$ cat config.mk
export PLATFORM = sky130hd
export DESIGN_NAME = parking_exit_fee
export DESIGN_NICKNAME = d
export VERILOG_FILES = /design/src/rtl/parking_pkg.sv /design/src/rtl/parking_fee_calc.sv /design/src/rtl/parking_exit_fee.sv
export SDC_FILE = /design/constraint.sdc
export NUM_CORES = 1
export LEC_CHECK = 0
export CAP_MARGIN = 30
export CORE_UTILIZATION = 52
export DETAILED_ROUTE_END_ITERATION = 10
export GPL_ROUTABILITY_DRIVEN = 1
export PLACE_DENSITY = 0.84
export SLEW_MARGIN = 30
export SYNTH_ARGS = -nofsm -noshare
export SYNTH_HDL_FRONTEND = slang
export SYNTH_SLANG_ARGS = --single-unit
$ cat constraint.sdc
create_clock -name clk -period 4.03 [get_ports clk]
set_input_delay 0.806 -clock clk [delete_from_list [all_inputs] [get_ports clk]]
set_output_delay 0.806 -clock clk [all_outputs]
set_load 0.01 [all_outputs]
$ cat src/rtl/parking_pkg.sv
// Shared widths and FSM state encoding for the parking exit-side billing logic.
package parking_pkg;

  localparam int CAR_SLOTS = 3;
  localparam int ID_W      = 2;
  localparam int TIME_W    = 8;
  localparam int FEE_W     = 12;

  typedef enum logic [2:0] {
    IDLE,
    READ,
    CALC,
    WAIT_PAY,
    OPEN,
    ERR
  } state_t;

endpackage

$ cat src/rtl/parking_fee_calc.sv
// Combinational fee: wrap-around elapsed time, minimum one unit, times RATE.
module parking_fee_calc
  import parking_pkg::*;
#(
  parameter int RATE = 2
) (
  input  logic [TIME_W-1:0] entry_time,
  input  logic [TIME_W-1:0] now_time,
  output logic [FEE_W-1:0]  fee
);

  logic [TIME_W-1:0] dur;
  logic [TIME_W-1:0] units;

  always_comb begin
    dur   = now_time - entry_time;
    // A car leaving in the same time unit it entered still pays one unit.
    units = (dur == '0) ? TIME_W'(1) : dur;
    fee   = FEE_W'(units) * FEE_W'(RATE);
  end

endmodule

$ cat src/rtl/parking_exit_fee.sv
// Exit billing controller: validate slot, read entry time, present fee,
// wait for payment, release the slot and hold the gate open.
module parking_exit_fee
  import parking_pkg::*;
#(
  parameter int RATE             = 2,
  parameter int GATE_OPEN_CYCLES = 4
) (
  input  logic                 clk,
  input  logic                 reset,
  input  logic                 exit_req,
  input  logic [ID_W-1:0]      exit_car_id,
  input  logic [CAR_SLOTS-1:0] slot_occupied,
  input  logic [TIME_W-1:0]    current_time,
  input  logic [TIME_W-1:0]    entry_time,
  input  logic                 pay_done,
  input  logic                 exit_cancel,
  output logic                 buf_read_enable,
  output logic [ID_W-1:0]      buf_car_id,
  output logic [FEE_W-1:0]     fee,
  output logic                 fee_valid,
  output logic                 slot_release,
  output logic [ID_W-1:0]      release_id,
  output logic                 gate_open,
  output logic                 busy,
  output logic                 error
);

  state_t              state_q, state_d;
  logic [ID_W-1:0]     id_q, id_d;
  logic [TIME_W-1:0]   entry_q, entry_d;
  logic [TIME_W-1:0]   now_q, now_d;
  logic [FEE_W-1:0]    fee_q, fee_d;
  logic [3:0]          cnt_q, cnt_d;
  logic [FEE_W-1:0]    fee_calc;
  logic [CAR_SLOTS:0]  occ_ext;
  logic                req_ok;

  parking_fee_calc #(
    .RATE (RATE)
  ) u_fee_calc (
    .entry_time (entry_q),
    .now_time   (now_q),
    .fee        (fee_calc)
  );

  always_comb begin
    state_d = state_q;
    id_d    = id_q;
    entry_d = entry_q;
    now_d   = now_q;
    fee_d   = fee_q;
    cnt_d   = cnt_q;
    // Id 3 indexes the padding zero, so out-of-range ids fail the same check.
    occ_ext = {1'b0, slot_occupied};
    req_ok  = occ_ext[exit_car_id];

    case (state_q)
      IDLE: begin
        if (exit_req) begin
          id_d    = exit_car_id;
          state_d = req_ok ? READ : ERR;
        end
      end
      READ: begin
        entry_d = entry_time;
        now_d   = current_time;
        state_d = CALC;
      end
      CALC: begin
        fee_d   = fee_calc;
        state_d = WAIT_PAY;
      end
      WAIT_PAY: begin
        if (pay_done) begin
          cnt_d   = 4'(GATE_OPEN_CYCLES);
          state_d = OPEN;
        end else if (exit_cancel) begin
          state_d = IDLE;
        end
      end
      OPEN: begin
        if (cnt_q <= 4'd1) begin
          cnt_d   = '0;
          state_d = IDLE;
        end else begin
          cnt_d = cnt_q - 4'd1;
        end
      end
      ERR:     state_d = IDLE;
      default: state_d = IDLE;
    endcase
  end

  always_ff @(posedge clk or posedge reset) begin
    if (reset) begin
      state_q <= IDLE;
      id_q    <= '0;
      entry_q <= '0;
      now_q   <= '0;
      fee_q   <= '0;
      cnt_q   <= '0;
    end else begin
      state_q <= state_d;
      id_q    <= id_d;
      entry_q <= entry_d;
      now_q   <= now_d;
      fee_q   <= fee_d;
      cnt_q   <= cnt_d;
    end
  end

  // Outputs decode purely from registers so an async reset clears them at once.
  assign buf_read_enable = (state_q == READ);
  assign buf_car_id      = buf_read_enable ? id_q : '0;
  assign fee             = fee_q;
  assign fee_valid       = (state_q == WAIT_PAY);
  assign gate_open       = (state_q == OPEN);
  assign slot_release    = gate_open && (cnt_q == 4'(GATE_OPEN_CYCLES));
  assign release_id      = slot_release ? id_q : '0;
  assign busy            = (state_q != IDLE);
  assign error           = (state_q == ERR);

endmodule

==> run metrics, run 1 <==
Synth cell types 41; Remaining DRCs 0; DIE AREA 3860 sq um; total power 0.00199 W; buffer depth of the longest clock path 2; most common flop cell mapped by yosys dfrtp_1; Initial Util 55.5%; Critical Path Source state_q[2]; syn avg cell area 9.85 sq um; Max Clk Rate 305 MHz; register area share after synthesis 43.9%; cells on worst reg2reg path 9; Post-CTS Hold Buffers 0; largest family of logic cells by synthesized area simple AND/OR/NAND/NOR gates; Synth Area in Simple Gates 16.8%; diode count 0; outcome finished, final reports clean; Lkg Pwr 1.03 nW; pwr dens 834 nW/um^2; PostCTS Resize Cnt 0; final hold slack 0.488 ns; Setup CP Type reg -> out; router iterations before antenna repair 4; Die Y 62.2 um; WP data required 3.22 ns; Worst Path Arrival 2.48 ns; GP Congestion 0.776; EDFF count, synth 0; Skew-Pair Late Insertion Delay 0.33 ns; Synth Area in Compound Gates 15.1%; CTS tree built; grt ovf 0; reported max-cap violation count 0; Final Routed Wirelength 3400 um; Peak VDD IR 0.444 mV; vias in the first global route 1365; R2R setup slack 1.91 ns; Gate Count Post-Synth 191; Tcrit/Tclk final 81.4%; WL per Instance 12.1 um; DP Wirelength 2580 um; Tmin final 3.28 ns; number of I/O pins 48; Reg-to-Reg Start now_q[0]; Cell Rows 21; count of final setup violators 0; Mapped Area 1880 sq um; Layout Nets 270; CP startpoint kind flop; HP Start fee[5]; commonest non-fill, non-tap cell in the layout clkdlybuf4s50_1; mux share of post-synthesis cell area 8.31%; Synth Register Bits 33; Num CTS Buffers 5; # Post-CTS Setup Buffers 0; Multi-input gate area 938 sq um; Hold Vio Cnt, Final 0; clk slew on worst S/H paths 0.11 ns; synth warn 0; Vias 1465; Area growth syn-to-layout 27.0%; Clock Skew 0.0177 ns; DRT antenna net count 0; max_slew headroom 64.8%; FF/Latch Area 826 sq um; FF-to-FF End fee[1]; Worst Hold End fee[5]; H-tree levels 2; proportion of layout cells with a drive suffix above 1 11.5%; Fillers 260; largest net degree at the start of global routing 34; commonest cells after routing, fill and taps aside 43 x clkdlybuf4s50_1, 33 x dfrtp_1, 22 x nand2_1; RSZ-0062 raised after global routing no; clock root buffer clkbuf_4; Worst-Margin Slew 0.524 ns; Horiz. Die Dim 62.2 um; Crit. End Element primary output; hold crit path type reg -> reg; post-synthesis xor/xnor area fraction 1.86%; CORE AREA 3390 sq um; Setup TNS 0 ns; DRT iter0 DRCs 26; CTS Sinks 33; gr usage total 19.6%; CP max FO 10; Max Slew Vio Count 0; Port-buffer cells 43; Via density 5.21; Post-synth ARST share 100%; first-pass GRT wire length 5990 um; antenna violations before repair 0; post-synthesis adder-cell area fraction 7.05%; Hold Path Cell Cnt 2
## cells by family after synthesis
kind of cell,after synthesis
AND/OR/NAND/NOR,58
multiplexers,14
other,1
AO/OA/AOI/OAI,45
flip-flops,33
buffers and inverters,26
XOR/XNOR,4
adder cells (fa/ha/maj),10
## routing by layer
| layer | vias up | global-route usage [%] | part of all wire [%] |
|---|---|---|---|
| li1 | 744 | - | - |
| met1 | 674 | 26.9 | 50 |
| met2 | 40 | 29.8 | 45 |
| met3 | 7 | 3.68 | 3.7 |
| met4 | 0 | 9.59 | 1.6 |
| met5 | - | 0 | 0 |
## cell type report
type | instances | share of cell area [%]
Timing Repair Buffer | 45 | 18.6
Multi-Input combinational cell | 135 | 39.3
Sequential cell | 33 | 34.6
Clock buffer | 7 | 2.72
Tap cell | 46 | 2.41
Inverter | 14 | 2.20
Clock inverter | 1 | 0.209
## cells in the mapped netlist (3+ instances only)
cell type  instances  area share (%)
inv_1             14             2.8
a211oi_1           3             1.2
ha_1               9             6.0
nand2_1           22             4.4
nor2_1             9             1.8
buf_4              5             2.0
buf_2              4             1.1
nor2b_1            3             1.0
xnor2_1            4             1.9
dfrtp_1           33              44
o21ai_0           20             5.3
nor3b_1            4             1.6
a21oi_1            7             1.9
and2_1             4             1.3
mux2_2            13             7.8
nor3_1             4             1.1
## per-stage QoR
step | utilization [%] | cells | area, sq um | worst slack [ns]
CTS | 70.5 | 281 | 2390 | 0.757
global placement | 68.4 | 273 | 2320 | 1.23
detailed placement | 68.4 | 273 | 2320 | 1.14
global route | 70.5 | 281 | 2390 | 0.561
finish | 70.5 | 281 | 2390 | 0.749
floorplan | - | 194 | 1890 | 1.58
## flip-flops by register name, indices dropped and copies added, names as in the netlist
| name | count |
|---|---|
| cnt_q | 4 |
| entry_q | 8 |
| fee | 8 |
| id_q | 2 |
| now_q | 8 |
| state_q | 3 |
## how the worst max path moves through the flow
stage,end,slack (ns),cells after the start
after CTS,release_id[0],0.76,5
final,release_id[0],0.75,5
after global routing,release_id[0],0.56,5
after detailed placement,release_id[0],1.14,5
after global placement,release_id[1],1.23,5
after floorplan,release_id[0],1.58,5
## where the power goes
group          leakage (nW)  switching, W  internal [W]
Clock                0.0413      0.000108      0.000101
Combinational         0.586      0.000591      0.000582
Sequential            0.400      0.000114      0.000497
Total                  1.03      0.000812       0.00118
## critical path: stages (launching register included)
cell	delay, ns
dfrtp_1	0.50
nor3b_2	0.44
nand2_1	0.13
nor3b_1	0.35
and2_1	0.19
clkdlybuf4s50_1	0.53
(Power assumes the default switching activity.)
==> run 2: changes to the inputs <==
- CORE_UTILIZATION: 52 -> 44
- PLACE_DENSITY: 0.84 -> 0.76
- clock period: 4.03 -> 2.7 ns (I/O delays scaled with it)
==> run 2 against run 1 <==
  * Sequential power is 50% higher
  * Non-clock buffer count is 1 higher
  * Hold slack worse by 0.010 ns
  * Clock-buffer cell count stayed put
  * Cell count is 1.4% higher
  * Highest routed layer unchanged
==> run metrics, run 2 (synthesis gave the netlist of run 1 again) <==
DIE AREA 4540 sq um; GP Congestion 0.787; diode count 0; Peak VDD IR 0.447 mV; Layout Nets 271; CP cell instances nor3b_2, nand2_1, nor3b_2, and2_1, clkdlybuf4s50_1; Remaining DRCs 0; Max Clk Rate 385 MHz; Critical Path Source state_q[1]; CORE AREA 4060 sq um; number of I/O pins 48; clock root buffer clkbuf_8; Port-buffer cells 43; count of final setup violators 0; buffer depth of the longest clock path 2; Vias 1455; Clk pwr share 12.0%; number of cells after detailed placement 278; vias in the first global route 1289; Crit. End Element primary output; hold crit path type reg -> reg; Crit path buffers/inverters 1; P_sw 0.00124 W; Final Routed Wirelength 3620 um; reported max-cap violation count 0; Seq pwr share 30.0%; Worst Path Arrival 2.06 ns; Die Y 67.4 um; Worst-Margin Slew 0.537 ns; CP startpoint kind flop; Num CTS Buffers 5; fin cells 285; Tmin final 2.60 ns; outcome finished, final reports clean; Gate power share 58.0%; CP peak stage delay 0.53 ns; DRT antenna net count 0; Via density 5.11; CP max FO 9; crit-path most repeated cell nor3b_2; Skew-Pair Late Insertion Delay 0.29 ns; gr usage total 18.4%; Setup CP Type reg -> out; Fillers 357; internal power 0.00182 W; DP Wirelength 2750 um; router iterations before antenna repair 4; max_slew headroom 64.0%; grt ovf 0; # Post-CTS Setup Buffers 0; Reg-to-Reg Start now_q[0]; first-pass GRT wire length 5990 um; CTS tree built; Area growth syn-to-layout 28.9%; Initial Util 46.4%; Horiz. Die Dim 67.4 um; Setup TNS 0 ns; RSZ-0062 raised after global routing yes; Max Slew Vio Count 0; clk slew on worst S/H paths 0.06 ns; DRT iter0 DRCs 55; largest net degree at the start of global routing 34; Hold Vio Cnt, Final 0; Max stage delay cell, worst path clkdlybuf4s50_1; Clock Skew 0.00416 ns; H-tree levels 2; Post-CTS Hold Buffers 0; HP Start fee[4]; proportion of layout cells with a drive suffix above 1 11.9%; family with the most delay on the worst path simple AND/OR/NAND/NOR gates; WL per Instance 12.7 um; antenna violations before repair 0; Tcrit/Tclk final 96.2%; WP data required 2.16 ns; sw frac 40.4%; Cell Rows 23; pwr dens 1260 nW/um^2; Lkg Pwr 1.04 nW; commonest cells after routing, fill and taps aside 43 x clkdlybuf4s50_1, 32 x dfrtp_1, 22 x nand2_1; CTS Sinks 33; commonest non-fill, non-tap cell in the layout clkdlybuf4s50_1
## run 2: worst paths after layout
kind / endpoint / slack [ns] / cells past startpoint
setup / recovery: release_id[1] / 0.10 / 5
hold / removal: fee[4] / 0.48 / 2
setup reg to reg: fee[1] / 0.54 / 9
hold reg to reg: fee[4] / 0.48 / 2
max in group asynchronous: state_q[2] / 1.76 / 3
min in group asynchronous: cnt_q[1] / 0.63 / 3
## run 2: repair_timing
action	in CTS	in global routing
resized for setup	1	1
endpoints found under the hold margin	0	0
setup endpoints to repair	2	4
## run 2: per-stage QoR
step	instance area [sq um]	setup WS (ns)	total power [W]	util [%]	hold slack [ns]
after detailed placement	2330	0.290	0.00269	57.5	0.472
after CTS	2420	0.00484	0.00308	59.6	0.488
final	2420	0.103	0.00306	59.8	0.478
after floorplan	1890	0.514	0.00220	-	0.465
after global routing	2420	-0.0161	0.00335	59.8	0.516
after global placement	2330	0.340	0.00264	57.5	0.460
## run 2: cell type report
| type | count | area, sq um | area share, % |
|---|---|---|---|
| multi-input combinational | 135 | 943 | 38.9 |
| sequential | 33 | 827 | 34.1 |
| timing repair buffer | 46 | 453 | 18.7 |
| clock buffer | 7 | 86.3 | 3.56 |
| tap | 50 | 62.6 | 2.58 |
| inverter | 14 | 52.6 | 2.17 |
## run 2: worst min-delay path: cells and delay by family, from the launching register on
kind / cells / cell delay, ns
AO/OA/AOI/OAI: 1 / 0.05
flip-flops: 1 / 0.34
AND/OR/NAND/NOR: 1 / 0.05
## run 2: power groups by stage
stage,sequential [W],combinational [W],clock [W]
finish,0.000918,0.00177,0.000367
global route,0.000957,0.00199,0.000405
CTS,0.000920,0.00178,0.000382
detailed placement,0.000929,0.00176,0
global placement,0.000910,0.00173,0
floorplan,0.000881,0.00132,0
## run 2: per-layer routing
layer | global-route usage [%] | part of all wire (%) | up-vias
met1 | 24.2 | 49 | 671
met5 | 0 | 0 | -
met3 | 5.74 | 4.1 | 6
met4 | 7.18 | 1.8 | 0
met2 | 28.0 | 45 | 34
li1 | - | - | 744
